`src/rtl/adc_serial_reg_slave_pkg.sv`:
```
// Shared word layout and state encoding for the ADC serial register slave.
package adc_serial_reg_slave_pkg;

  localparam int DATA_LSB  = 0;
  localparam int DATA_MSB  = 15;
  localparam int ADDR_LSB  = 16;
  localparam int ADDR_MSB  = 19;
  localparam int HDR_LSB   = 20;
  localparam int HDR_MSB   = 31;
  localparam int WORD_BITS = 32;

  localparam logic [1:0] ST_IDLE_ENC   = 2'd0;
  localparam logic [1:0] ST_SHIFT_ENC  = 2'd1;
  localparam logic [1:0] ST_COMMIT_ENC = 2'd2;
  localparam logic [1:0] ST_ERROR_ENC  = 2'd3;

  typedef enum logic [1:0] {
    ST_IDLE   = ST_IDLE_ENC,
    ST_SHIFT  = ST_SHIFT_ENC,
    ST_COMMIT = ST_COMMIT_ENC,
    ST_ERROR  = ST_ERROR_ENC
  } state_e;

endpackage

```
`src/rtl/adc_serial_reg_slave_if.sv`:
```
// 3-wire ADC configuration link: serial clock, serial data, active-low select.
interface adc_serial_reg_slave_if;
  logic sclk;
  logic sdata;
  logic select;

  modport master (output sclk, output sdata, output select);
  modport slave  (input  sclk, input  sdata, input  select);
endinterface

```
`src/rtl/adc_serial_reg_slave_sync_edge_detect.sv`:
```
// Multi-flop synchronizer with rising-edge detect on the synchronized level.
// Flops reset to 1 so an idle-high line produces no spurious rise after reset.
module adc_serial_reg_slave_sync_edge_detect #(
  parameter int STAGES = 2
) (
  input  logic clk,
  input  logic rst,
  input  logic d_i,
  output logic q_o,
  output logic rise_o
);

  localparam int N = (STAGES < 2) ? 2 : STAGES;

  logic [N-1:0] sync_q;
  logic         prev_q;

  always_ff @(posedge clk) begin
    if (rst) begin
      sync_q <= '1;
      prev_q <= 1'b1;
    end else begin
      sync_q <= {sync_q[N-2:0], d_i};
      prev_q <= sync_q[N-1];
    end
  end

  assign q_o    = sync_q[N-1];
  assign rise_o = sync_q[N-1] & ~prev_q;

endmodule

```
`src/rtl/adc_serial_reg_slave.sv`:
```
// Deserializes LSB-first 32-bit config words from the 3-wire link and commits
// header-matching words into a 16 x 16-bit shadow register file.
module adc_serial_reg_slave
  import adc_serial_reg_slave_pkg::*;
#(
  parameter int          SYNC_STAGES = 2,
  parameter logic [11:0] HEADER      = 12'h000,
  parameter logic [3:0]  DES_ADDR    = 4'd8
) (
  input  logic                   clk,
  input  logic                   rst,
  adc_serial_reg_slave_if.slave  link,
  input  logic [3:0]             rd_addr_i,
  output logic [15:0]            rd_data_o,
  output logic                   wr_strobe_o,
  output logic [3:0]             wr_addr_o,
  output logic [15:0]            wr_data_o,
  output logic                   frame_err_o,
  output logic                   des_active_o,
  output logic [7:0]             word_count_o
);

  logic s_sclk, s_sdata, s_sel, sclk_rise;
  logic unused_sdata_rise, unused_sel_rise, unused_s_sclk;

  adc_serial_reg_slave_sync_edge_detect #(.STAGES(SYNC_STAGES)) u_sync_sclk (
    .clk(clk), .rst(rst), .d_i(link.sclk), .q_o(s_sclk), .rise_o(sclk_rise)
  );
  adc_serial_reg_slave_sync_edge_detect #(.STAGES(SYNC_STAGES)) u_sync_sdata (
    .clk(clk), .rst(rst), .d_i(link.sdata), .q_o(s_sdata), .rise_o(unused_sdata_rise)
  );
  adc_serial_reg_slave_sync_edge_detect #(.STAGES(SYNC_STAGES)) u_sync_sel (
    .clk(clk), .rst(rst), .d_i(link.select), .q_o(s_sel), .rise_o(unused_sel_rise)
  );
  assign unused_s_sclk = s_sclk;

  state_e                 state_q;
  logic [WORD_BITS-1:0]   shift_reg_q;
  logic [4:0]             bitcnt_q;
  logic [15:0]            regs_q [16];
  logic                   wr_strobe_q, frame_err_q;
  logic [3:0]             wr_addr_q;
  logic [15:0]            wr_data_q;
  logic [7:0]             word_count_q;

  logic [3:0]  word_addr;
  logic [15:0] word_data;
  logic [11:0] word_hdr;
  assign word_addr = shift_reg_q[ADDR_MSB:ADDR_LSB];
  assign word_data = shift_reg_q[DATA_MSB:DATA_LSB];
  assign word_hdr  = shift_reg_q[HDR_MSB:HDR_LSB];

  always_ff @(posedge clk) begin
    if (rst) begin
      state_q      <= ST_IDLE;
      shift_reg_q  <= '0;
      bitcnt_q     <= '0;
      wr_strobe_q  <= 1'b0;
      frame_err_q  <= 1'b0;
      wr_addr_q    <= '0;
      wr_data_q    <= '0;
      word_count_q <= '0;
      for (int i = 0; i < 16; i++) regs_q[i] <= '0;
    end else begin
      wr_strobe_q <= 1'b0;
      frame_err_q <= 1'b0;
      case (state_q)
        ST_IDLE: begin
          bitcnt_q <= '0;
          if (!s_sel) state_q <= ST_SHIFT;
        end
        ST_SHIFT: begin
          // A bit-31 rise wins over a simultaneous select release: word is complete.
          if (sclk_rise && bitcnt_q == 5'd31) begin
            shift_reg_q[31] <= s_sdata;
            bitcnt_q        <= '0;
            state_q         <= ST_COMMIT;
          end else if (s_sel) begin
            state_q <= (bitcnt_q != 5'd0) ? ST_ERROR : ST_IDLE;
          end else if (sclk_rise) begin
            shift_reg_q[bitcnt_q] <= s_sdata;
            bitcnt_q              <= bitcnt_q + 5'd1;
          end
        end
        ST_COMMIT: begin
          if (word_hdr == HEADER) begin
            regs_q[word_addr] <= word_data;
            wr_strobe_q       <= 1'b1;
            wr_addr_q         <= word_addr;
            wr_data_q         <= word_data;
            if (word_count_q != 8'hFF) word_count_q <= word_count_q + 8'd1;
          end else begin
            frame_err_q <= 1'b1;
          end
          bitcnt_q <= '0;
          if (s_sel) begin
            state_q <= ST_IDLE;
          end else begin
            state_q <= ST_SHIFT;
            // Next word's bit 0 may arrive while we are committing.
            if (sclk_rise) begin
              shift_reg_q[0] <= s_sdata;
              bitcnt_q       <= 5'd1;
            end
          end
        end
        ST_ERROR: begin
          frame_err_q <= 1'b1;
          bitcnt_q    <= '0;
          state_q     <= ST_IDLE;
        end
        default: state_q <= ST_IDLE;
      endcase
    end
  end

  assign rd_data_o    = regs_q[rd_addr_i];
  assign wr_strobe_o  = wr_strobe_q;
  assign wr_addr_o    = wr_addr_q;
  assign wr_data_o    = wr_data_q;
  assign frame_err_o  = frame_err_q;
  assign des_active_o = regs_q[DES_ADDR][0];
  assign word_count_o = word_count_q;

endmodule

```
`src/flat_wrapper.sv`:
```
// flat-port wrapper written by rule: the top's interface ports become plain ports
module adc_serial_reg_slave_flat import adc_serial_reg_slave_pkg::*;
#(
  parameter int          SYNC_STAGES = 2,
  parameter logic [11:0] HEADER      = 12'h000,
  parameter logic [3:0]  DES_ADDR    = 4'd8
)
  (clk, rst, rd_addr_i, rd_data_o, wr_strobe_o, wr_addr_o, wr_data_o, frame_err_o, des_active_o, word_count_o, link_sclk, link_sdata, link_select);
  adc_serial_reg_slave_if link_i ();
  input  logic clk;
  input  logic rst;
  input  logic [3:0] rd_addr_i;
  output logic [15:0] rd_data_o;
  output logic wr_strobe_o;
  output logic [3:0] wr_addr_o;
  output logic [15:0] wr_data_o;
  output logic frame_err_o;
  output logic des_active_o;
  output logic [7:0] word_count_o;
  input wire logic [$bits(link_i.sclk)-1:0] link_sclk;
  input wire logic [$bits(link_i.sdata)-1:0] link_sdata;
  input wire logic [$bits(link_i.select)-1:0] link_select;
  assign link_i.sclk = link_sclk;
  assign link_i.sdata = link_sdata;
  assign link_i.select = link_select;
  adc_serial_reg_slave #(.SYNC_STAGES(SYNC_STAGES), .HEADER(HEADER), .DES_ADDR(DES_ADDR)) u_core (.clk(clk), .rst(rst), .link(link_i), .rd_addr_i(rd_addr_i), .rd_data_o(rd_data_o), .wr_strobe_o(wr_strobe_o), .wr_addr_o(wr_addr_o), .wr_data_o(wr_data_o), .frame_err_o(frame_err_o), .des_active_o(des_active_o), .word_count_o(word_count_o));
endmodule
```
`config.mk`:
```
export PLATFORM = sky130hd
export DESIGN_NAME = adc_serial_reg_slave_flat
export DESIGN_NICKNAME = d
export VERILOG_FILES = /design/src/rtl/adc_serial_reg_slave_pkg.sv /design/src/rtl/adc_serial_reg_slave_if.sv /design/src/rtl/adc_serial_reg_slave_sync_edge_detect.sv /design/src/rtl/adc_serial_reg_slave.sv /design/src/flat_wrapper.sv
export SDC_FILE = /design/constraint.sdc
export NUM_CORES = 1
export LEC_CHECK = 0
export CORE_UTILIZATION = 40
export DETAILED_ROUTE_END_ITERATION = 8
export MAX_ROUTING_LAYER = met4
export SYNTH_ARGS = -nofsm -noshare
export SYNTH_HDL_FRONTEND = slang
export SYNTH_SLANG_ARGS = --single-unit
```
`constraint.sdc`:
```
create_clock -name clk -period 4.11 [get_ports clk]
set_clock_uncertainty 0.05 [all_clocks]
set_input_delay 0.6165 -clock clk [delete_from_list [all_inputs] [get_ports clk]]
set_output_delay 0.6165 -clock clk [all_outputs]
set_load 0.05 [all_outputs]
```
==> flow_summary.toml <==
[clocking]
cts-hold-fix-buffers = 0
htreeDepth = 2
clk_pin_slew_ns = 0.06
cts_tree = "done"
clkLatencyLatePin_ns = 0.52
cts_sinks = 332
ctsResizeCount = 0
clockRootBuffer = "clkbuf_16"
clk_path_buf_depth = 3
cts_made_buffers = 36
postCtsSetupRepairBufs = 0

[worst_setup_path]
worst-r2r-cell-count = 4
cp_num_cells = 6
critPathBufInv = 3
critPathArrivalTime_ns = 2.48
crit_path_cell_trace = "clkdlybuf4s50_1 > and2_1 > buf_4 > a22oi_1 > nand2_1 > buf_12"
slowest_delay_ns = 0.59
endpoint_kind = "primary output"
crit_path_max_fanout = 11
slowest_stage = "and2_1"
worstPathRequired_ns = 3.44
start_kind = "primary input"
critPathTopFamily = "buffers and inverters"
crit_type = "in -> out"

[min_path]
worstHoldPathType = "reg -> reg"
min_path_cells = 1

[power]
vdd_drop_max_mv = 0.337
power-per-cell-area_mw_per_mm2 = 433
seqPwrFrac_pct = 50.9
combPwrFrac_pct = 6.6
internal_power_mw = 5.70
p_sw_mw = 1.59
leakagePower_nw = 5.61
switching_share_pct = 21.9
clockPowerShare_pct = 42.5

[synthesis]
synth_cells = 1120
syn-mean-instance-area_um2 = 12.8
synth_edf_count = 256
async_flop_share_pct = 0
synth_area_mm2 = 0.0144
synthFlopType = "edfxtp_1"
syn_nets = 1135
synth.distinct_cells = 51
yosysWarnings = 0
synth_seq_area_share_pct = 64.0
synth-seq-cells = 332

[run]
drv_cap = 0

[timing]
period_needed_ns = 3.15
max_slew_margin_pct = 26.9
post-route-period-util_pct = 76.7
worst_pin_slew_ns = 1.09
fin_ws_ns = 0.959
fmax_ghz = 0.317
slew_viol_final = 0
setup_tns_ns = 0
grt_setup_unrepaired = "no"
hold_viol = 0
timing.hold.ws_ns = 0.350
finalSetupViolations = 0

[placement]
pre_cts_ws_ns = 0.981
place_congestion = 0.799
port_buffers = 55
dp_hpwl_um = 23600

[floorplan]
die_w_um = 192
num_rows = 69
io_pins = 56
initial_core_util_pct = 40.5
coreArea_mm2 = 0.0355
fp.dieH_um = 192
fp.dieArea_mm2 = 0.0367

[route]
finalWirelength_um = 39300
num_vias = 9500
ant_nets = 0
wl_per_cell_um = 23.8
met1Wirelength_um = 17300
first_pass_iters = 5
drt_iter0_drc = 923
wl_met2_um = 18400
top_layer = "met4"
via_per_inst = 5.74
drc = 0
met3WireLength_um = 2750

[global_route]
grt_max_degree = 65
track_usage_pct = 22.6
grt_pass1_vias = 9373
antenna_found_initial = 0
grt-ovfl-total = 0
grt_pass1_wl_um = 58500

[layout]
mostFrequentLayoutCells = "edfxtp_1 (256), nor2_1 (187), nand2_1 (94)"
multi_input_area_mm2 = 0.00490
final_common_cell = "edfxtp_1"
drive_above_1_share_pct = 16.7
seq_area_mm2 = 0.00921
syn2layout_area_growth_pct = 17.1
fin_nets = 1186
final_util_pct = 47.5
num-fill-cells = 3152
antennaDiodeCount = 0

[status]
status = "complete, no violations"
==> final cells by class <==
class                      instances  area share, %
sequential                       332           54.7
multi-input combinational        700           29.1
timing repair buffer              95           6.08
clock buffer                      50           5.91
tap                              461           3.42
clock inverter                    12          0.669
inverter                           6          0.134
==> state kept, by name, summed over array words and instances (netlist names), 2 cells and up <==
signal / flops
u_core.regs_q: 256
u_core.shift_reg_q: 32
u_core.wr_data_o: 16
u_core.word_count_o: 8
u_core.bitcnt_q: 5
u_core.wr_addr_o: 4
u_core.state_q: 2
u_core.u_sync_sclk.sync_q: 2
u_core.u_sync_sdata.sync_q: 2
u_core.u_sync_sel.sync_q: 2
==> power by group through the flow <==
| stage | logic [mW] | clock network (mW) | registers (mW) |
|---|---|---|---|
| 3_3_place_gp | 0.482 | 0 | 3.79 |
| 5_1_grt | 0.502 | 3.26 | 3.73 |
| 3_5_place_dp | 0.484 | 0 | 3.79 |
| 4_1_cts | 0.484 | 3.14 | 3.72 |
| 6_report | 0.479 | 3.10 | 3.72 |
| 2_1_floorplan | 0.276 | 0 | 3.78 |
==> final timing paths <==
kind                                        end  slack (ns)                          start
setup / recovery                   rd_data_o[5]        0.96                   rd_addr_i[3]
hold / removal    u_core.u_sync_sdata.sync_q[1]        0.35  u_core.u_sync_sdata.sync_q[0]
setup reg to reg           u_core.regs_q[9][13]        1.30              u_core.state_q[1]
hold reg to reg   u_core.u_sync_sdata.sync_q[1]        0.35  u_core.u_sync_sdata.sync_q[0]
==> kinds of logic (layout without fill, tap and decap cells) <==
logic type	Yosys count	after routing	synth area share, %
buffers and inverters	88	163	2.38
AOI/OAI and AO/OA	118	118	5.08
muxes	66	66	10.2
DFF	332	332	64.0
xor gates and xnor gates	3	3	0.183
and+or+nand+nor	507	507	17.7
adders and majority gates	6	6	0.522
==> routing by layer <==
metal  vias up  track usage (%)
met5         -                -
met4         0             6.07
li1       4228                -
met3        72             3.22
met2       398             35.4
met1      4802             30.9
==> synthesized netlist by cell type (2+ instances only) <==
cell type    n  share of area (%)
edfxtp_1   256                 53
nor2_1     187                4.9
nand2_1     94                2.5
and2_1      83                3.6
dfxtp_1     76                 11
clkbuf_1    69                1.8
mux4_2      64                 10
nand4_1     37                1.6
o21ai_0     35                1.2
nand3_1     34                1.2
a22oi_1     33                1.7
a21oi_1     29                1.0
or2_2       13               0.57
buf_2        9               0.31
and3_1       7               0.30
o31ai_1      7               0.37
ha_1         6               0.52
nand2b_1     6               0.26
nor2b_1      6               0.26
nor3b_1      6               0.31
a21o_1       5               0.26
inv_1        5               0.13
nor3_1       5               0.17
nor3_2       4               0.28
or3_1        4               0.17
and3b_1      3               0.18
buf_1        3              0.078
nor4_4       3               0.44
or4_1        3               0.16
a211oi_1     2               0.10
a31oi_1      2              0.087
and4_1       2               0.12
mux2i_1      2               0.14
nand4b_1     2               0.12
xor2_1       2               0.12
==> per-stage QoR <==
stage / cell area [um2] / power, mW / std cells
floorplan: 14400 / 4.06 / 1120
global placement: 15700 / 4.27 / 1594
detailed placement: 15700 / 4.27 / 1594
CTS: 16800 / 7.35 / 1656
global route: 16800 / 7.49 / 1656
finish: 16800 / 7.30 / 1656
==> worst reg2reg max path, cell delays in order, from the launching register on <==
cell and delay, ns:
dfxtp_1 0.40, nor2b_1 0.43, nand4_2 0.35, or4_2 1.18
nor2_1 0.25
Note: power is estimated with default switching activity, not from simulation.
